===== config.mk =====
export PLATFORM = sky130hd
export DESIGN_NAME = operand_capture_flat
export DESIGN_NICKNAME = d
export VERILOG_FILES = /design/src/rtl/operand_capture_if.sv /design/src/rtl/operand_capture.sv /design/src/flat_wrapper.sv
export SDC_FILE = /design/constraint.sdc
export NUM_CORES = 1
export LEC_CHECK = 0
export ABC_CLOCK_PERIOD_IN_PS = 1350
export CAP_MARGIN = 20
export CORE_MARGIN = 2
export CORE_UTILIZATION = 25
export DETAILED_ROUTE_END_ITERATION = 8
export DONT_BUFFER_PORTS = 1
export GPL_TIMING_DRIVEN = 0
export PLACE_DENSITY_LB_ADDON = 0.12
export SKIP_CTS_REPAIR_TIMING = 1
export SYNTH_ARGS = -nofsm -noshare
export SYNTH_HDL_FRONTEND = slang
export SYNTH_SLANG_ARGS = --single-unit

===== constraint.sdc =====
create_clock -name clk -period 1.35 [get_ports clk]
set_input_delay 0.135 -clock clk [delete_from_list [all_inputs] [get_ports clk]]
set_output_delay 0.135 -clock clk [all_outputs]
set_load 0.01 [all_outputs]

===== src/rtl/operand_capture_if.sv =====
// Operand-entry bus between the board I/O side (switches, enter button, ALU ready)
// and operand_capture. The block itself connects through the slave modport.
interface operand_capture_if #(
    parameter int N     = 4,
    parameter int N_OPS = 2,
    parameter int OUT_W = N + 2,
    parameter int IDX_W = (N_OPS > 1) ? $clog2(N_OPS) : 1
);
    logic                   clear;
    logic                   enter;
    logic                   signed_mode;
    logic [N-1:0]           switch_input;
    logic [N_OPS*OUT_W-1:0] operands;
    logic [IDX_W-1:0]       op_index;
    logic                   operands_valid;
    logic                   operands_ready;

    modport master (
        output clear, enter, signed_mode, switch_input, operands_ready,
        input  operands, op_index, operands_valid
    );

    modport slave (
        input  clear, enter, signed_mode, switch_input, operands_ready,
        output operands, op_index, operands_valid
    );
endinterface


===== src/rtl/operand_capture.sv =====
// Sequenced operand entry: synchronises the enter button, captures N_OPS extended
// switch values slot by slot, then offers the set to the ALU with valid/ready.
module operand_capture #(
    parameter int N     = 4,
    parameter int N_OPS = 2,
    parameter int OUT_W = N + 2,
    parameter int IDX_W = (N_OPS > 1) ? $clog2(N_OPS) : 1
) (
    input logic              clk,
    input logic              reset,
    operand_capture_if.slave bus
);
    typedef enum logic {COLLECT = 1'b0, FULL = 1'b1} state_e;

    localparam logic [IDX_W-1:0] LAST = IDX_W'(N_OPS - 1);

    state_e                         state_q, state_d;
    logic [IDX_W-1:0]               idx_q, idx_d;
    logic [N_OPS-1:0][OUT_W-1:0]    ops_q, ops_d;
    logic                           s1_q, s2_q, s3_q;
    logic                           enter_pulse;
    logic                           capture;
    logic [OUT_W-1:0]               ext;

    // s3 remembers the previous s2 so a held button yields a single pulse
    always_ff @(posedge clk or negedge reset) begin
        if (!reset) begin
            s1_q <= 1'b0;
            s2_q <= 1'b0;
            s3_q <= 1'b0;
        end else begin
            s1_q <= bus.enter;
            s2_q <= s1_q;
            s3_q <= s2_q;
        end
    end

    assign enter_pulse = s2_q & ~s3_q;
    assign capture     = (state_q == COLLECT) & enter_pulse & ~bus.clear;

    always_comb begin
        ext        = '0;
        ext[N-1:0] = bus.switch_input;
        if (bus.signed_mode) begin
            for (int b = N; b < OUT_W; b++) ext[b] = bus.switch_input[N-1];
        end
    end

    // state register
    always_ff @(posedge clk or negedge reset) begin
        if (!reset) begin
            state_q <= COLLECT;
            idx_q   <= '0;
            ops_q   <= '0;
        end else begin
            state_q <= state_d;
            idx_q   <= idx_d;
            ops_q   <= ops_d;
        end
    end

    // next state: clear outranks both the handshake and a capture
    always_comb begin
        state_d = state_q;
        idx_d   = idx_q;
        ops_d   = ops_q;
        if (bus.clear) begin
            state_d = COLLECT;
            idx_d   = '0;
            ops_d   = '0;
        end else begin
            case (state_q)
                COLLECT: begin
                    if (enter_pulse) begin
                        for (int k = 0; k < N_OPS; k++) begin
                            if (idx_q == IDX_W'(k)) ops_d[k] = ext;
                        end
                        if (idx_q == LAST) state_d = FULL;
                        else               idx_d   = idx_q + IDX_W'(1);
                    end
                end
                FULL: begin
                    if (bus.operands_ready) begin
                        state_d = COLLECT;
                        idx_d   = '0;
                    end
                end
                default: state_d = COLLECT;
            endcase
        end
    end

    // outputs come straight from registers
    always_comb begin
        bus.operands_valid = (state_q == FULL);
        bus.op_index       = idx_q;
        bus.operands       = ops_q;
    end

endmodule


===== src/flat_wrapper.sv =====
// flat-port wrapper written by rule: the top's interface ports become plain ports
module operand_capture_flat 
#(
    parameter int N     = 4,
    parameter int N_OPS = 2,
    parameter int OUT_W = N + 2,
    parameter int IDX_W = (N_OPS > 1) ? $clog2(N_OPS) : 1
)
  (clk, reset, bus_clear, bus_enter, bus_signed_mode, bus_switch_input, bus_operands_ready, bus_operands, bus_op_index, bus_operands_valid);
  operand_capture_if #(.N(N), .N_OPS(N_OPS), .OUT_W(OUT_W), .IDX_W(IDX_W)) bus_i ();
  input logic clk;
  input logic reset;
  input wire logic [$bits(bus_i.clear)-1:0] bus_clear;
  input wire logic [$bits(bus_i.enter)-1:0] bus_enter;
  input wire logic [$bits(bus_i.signed_mode)-1:0] bus_signed_mode;
  input wire logic [$bits(bus_i.switch_input)-1:0] bus_switch_input;
  input wire logic [$bits(bus_i.operands_ready)-1:0] bus_operands_ready;
  output wire logic [$bits(bus_i.operands)-1:0] bus_operands;
  output wire logic [$bits(bus_i.op_index)-1:0] bus_op_index;
  output wire logic [$bits(bus_i.operands_valid)-1:0] bus_operands_valid;
  assign bus_i.clear = bus_clear;
  assign bus_i.enter = bus_enter;
  assign bus_i.signed_mode = bus_signed_mode;
  assign bus_i.switch_input = bus_switch_input;
  assign bus_i.operands_ready = bus_operands_ready;
  assign bus_operands = bus_i.operands;
  assign bus_op_index = bus_i.op_index;
  assign bus_operands_valid = bus_i.operands_valid;
  operand_capture #(.N(N), .N_OPS(N_OPS), .OUT_W(OUT_W), .IDX_W(IDX_W)) u_core (.clk(clk), .reset(reset), .bus(bus_i));
endmodule

==> impl_metrics.toml, run 1 <==
[clock_tree]
clockBufferDepth = 2
cts_num_sinks = 15
clockRootBuffer = "clkbuf_4"
htreeDepth = 1
clk_pin_slew_worst_paths_ns = 0.10
cts_made_buffers = 3
cts_tree = "yes"
clkLatencyLatePin_ns = 0.29

[synth]
synth_seq_area_share_pct = 55.8
synth-seq-cells = 15
ys_top_cells_by_count = "15 x dfrtp_1, 14 x nand2b_1, 10 x mux2i_1, 2 x a21oi_1, 2 x buf_4"
syn-num-nets = 63
synth.cell_area_um2 = 673
synth_edf_count = 0
synth_warnings = 0
yosysMostFrequentCell = "dfrtp_1"
async_flop_share_pct = 100
synth_area_leader_cell = "dfrtp_1"
synth_cells = 53
yosys-top-cells-area = "dfrtp_1 56%, mux2i_1 15%, nand2b_1 13%, buf_4 2.2%, and4bb_2 1.9%"
ys.flop_type = "dfrtp_1"
synth.distinct_cells = 15
syn_area_per_cell_um2 = 12.7
yosysTopAreaCellShare_pct = 55.8

[hold_path]
hp-class = "primary input to flip-flop"
hold_depth = 2
min_from = "bus_switch_input[1]"
holdPathEnd = "u_core.bus.operands[1]"

[setup_path]
worstSetupPathType = "flip-flop to flip-flop"
path_delay_family = "simple AND/OR/NAND/NOR gates"
r2r_start = "u_core.bus.operands_valid"
max_stage_delay_ns = 0.53
reg2reg_depth = 3
end_kind = "flip-flop"
crit_chain = "or4b_4, buf_6, mux2i_1"
crit_slowest_cell = "or4b_4"
crit_path_max_fanout = 8
arrival_ns = 1.54
cp-start-kind = "flip-flop"
reg2reg_to = "u_core.bus.operands[4]"
timing.critical_path.buf_inv = 1
ff2ff_setup_slack_ns = -0.008
cp.required_ns = 1.54

[detailed_routing]
first_iter_violations = 3
drt_pass1_iterations = 3
drt-wirelength-per-cell_um = 14.7
routed_wl_um = 1310
ant_nets = 0
drc = 0
vias = 409
vias_per_cell = 4.60

[power]
p_leak_nw = 0.355
powerDensity_mw_per_mm2 = 1060
peakVddDrop_v = 0.000508

[sta]
setup_viol = 3
slew_headroom_pct = 50.8
worstMarginPinSlew_ns = 0.736
period_share_pct = 101
skew_ns = 0.0129
finalSetupTns_ns = -0.0115
slew_viol_final = 0
max_freq_ghz = 0.736
hold_viol_final = 0
min_period_ns = 1.36
setup_ws_ns = -0.00803
rsz0062_at_grt = "true"

[global_route]
grt_pass1_vias = 393
grt_pass1_wl_um = 2040
gr-total-overflow = 0
antenna_found_initial = 0
grtUsageTotal_pct = 8.89
grt_max_degree = 16

[outcome]
failed_checks = "setup timing"
status = "complete, but fails checks"

[floorplanning]
io_pins = 24
std_cell_rows = 18
die_x_um = 55.9
core_area_mm2 = 0.00252
dieHeight_um = 55.9
start_util_pct = 26.7
die-area_mm2 = 0.00312

[finish]
drive_gt1_share_pct = 23.7
antennaDiodeCount = 0
area_delta_synth_final_pct = 15.4
final_util_pct = 30.8
finalNetCount = 70

[place]
portBuffers = 0
gp_congestion = 0.595

[job]
drv_cap = 0
[kinds of logic (layout without fill, tap and decap cells)]
kind of cell,after synthesis,in the layout,synth area share (%)
compound gates,3,3,2.97
flops,15,15,55.8
simple gates,21,21,22.9
mux,10,10,14.9
buf+inv,4,10,3.53
[cell type report]
cell class	instances	area (um2)
well taps	30	37.5
fillers	275	1750
clock inverters	1	5.00
multi-input cells	34	284
plain buffers	4	30.0
repair buffers	2	20.0
flip-flops and latches	15	378
clock buffers	3	22.5
[worst reg2reg max path: stages, from the launching register on]
cell and delay (ns):
dfrtp_2 0.48, or4b_4 0.53, buf_6 0.14, mux2i_1 0.11
[cells in the final DEF, fill, tap and decap left out, drive strengths merged]
cell / synthesis / layout
or3b: 1 / 1
a21bo: 1 / 1
dfrtp: 15 / 15
nand4bb: 1 / 1
clkinv: 0 / 1
or2b: 1 / 1
nand3b: 1 / 1
nand2b: 14 / 14
clkbuf: 1 / 4
and4bb: 1 / 1
a21oi: 2 / 2
nor4b: 1 / 1
mux2i: 10 / 10
dlygate4sd3: 0 / 2
or4b: 1 / 1
buf: 3 / 3
[sequential cells by signal, summed over array words and instances, names as in the netlist]
signal and cells:
u_core.bus.op_index 1, u_core.bus.operands 10, u_core.bus.operands_valid 1, u_core.s1_q 1
u_core.s2_q 1, u_core.s3_q 1
[stage by stage]
| stage | setup WS, ns | hold slack (ns) | cell area [um2] | power [mW] | instances |
|---|---|---|---|---|---|
| 5_1_grt | -0.0317 | 0.0101 | 777 | 0.863 | 89 |
| 6_report | -0.00803 | 0.00944 | 777 | 0.821 | 89 |
| 3_3_place_gp | -0.0531 | -0.160 | 711 | 0.548 | 83 |
| 2_1_floorplan | 0.0392 | -0.161 | 673 | 0.537 | 53 |
| 3_5_place_dp | -0.0664 | -0.160 | 711 | 0.549 | 83 |
| 4_1_cts | -0.0922 | -0.491 | 738 | 0.822 | 87 |
[routing by layer]
metal	part of all wire (%)	wire, um	vias to the layer above	GRT usage [%]
met4	1.3	17	0	5.10
met3	7.6	100	2	3.72
li1	-	-	190	-
met2	47	623	13	13.3
met1	44	572	204	10.7
met5	0	0	-	0
[where the power goes]
part           switching [mW]  internal [mW]
Combinational          0.0315         0.0388
Clock                   0.153          0.110
Sequential             0.0214          0.466
[worst max path at each step]
stage	from	end	slack, ns	cells after the start
final	u_core.bus.operands_valid	u_core.bus.operands[4]	-0.008	3
after floorplan	u_core.bus.operands_valid	u_core.bus.operands[1]	0.04	3
after global placement	u_core.bus.operands_valid	u_core.bus.operands[2]	-0.05	2
after detailed placement	u_core.bus.operands_valid	u_core.bus.operands[2]	-0.07	2
after global routing	u_core.bus.operands_valid	u_core.bus.operands[4]	-0.03	3
after CTS	u_core.bus.op_index	u_core.bus.operands[2]	-0.09	2
No activity file was read; power rests on OpenSTA's default activity.
==> run 2, diff against run 1 <==
Settings changed: RECOVER_POWER set to 25.
==> results of run 2 <==
Same layout as run 1: the final DEF is identical, and so are final timing and power.
==> run 3, diff against run 2 <==
Settings changed: TNS_END_PERCENT set to 100.
==> results of run 3 <==
Same layout as run 1: the final DEF is identical, and so are final timing and power.
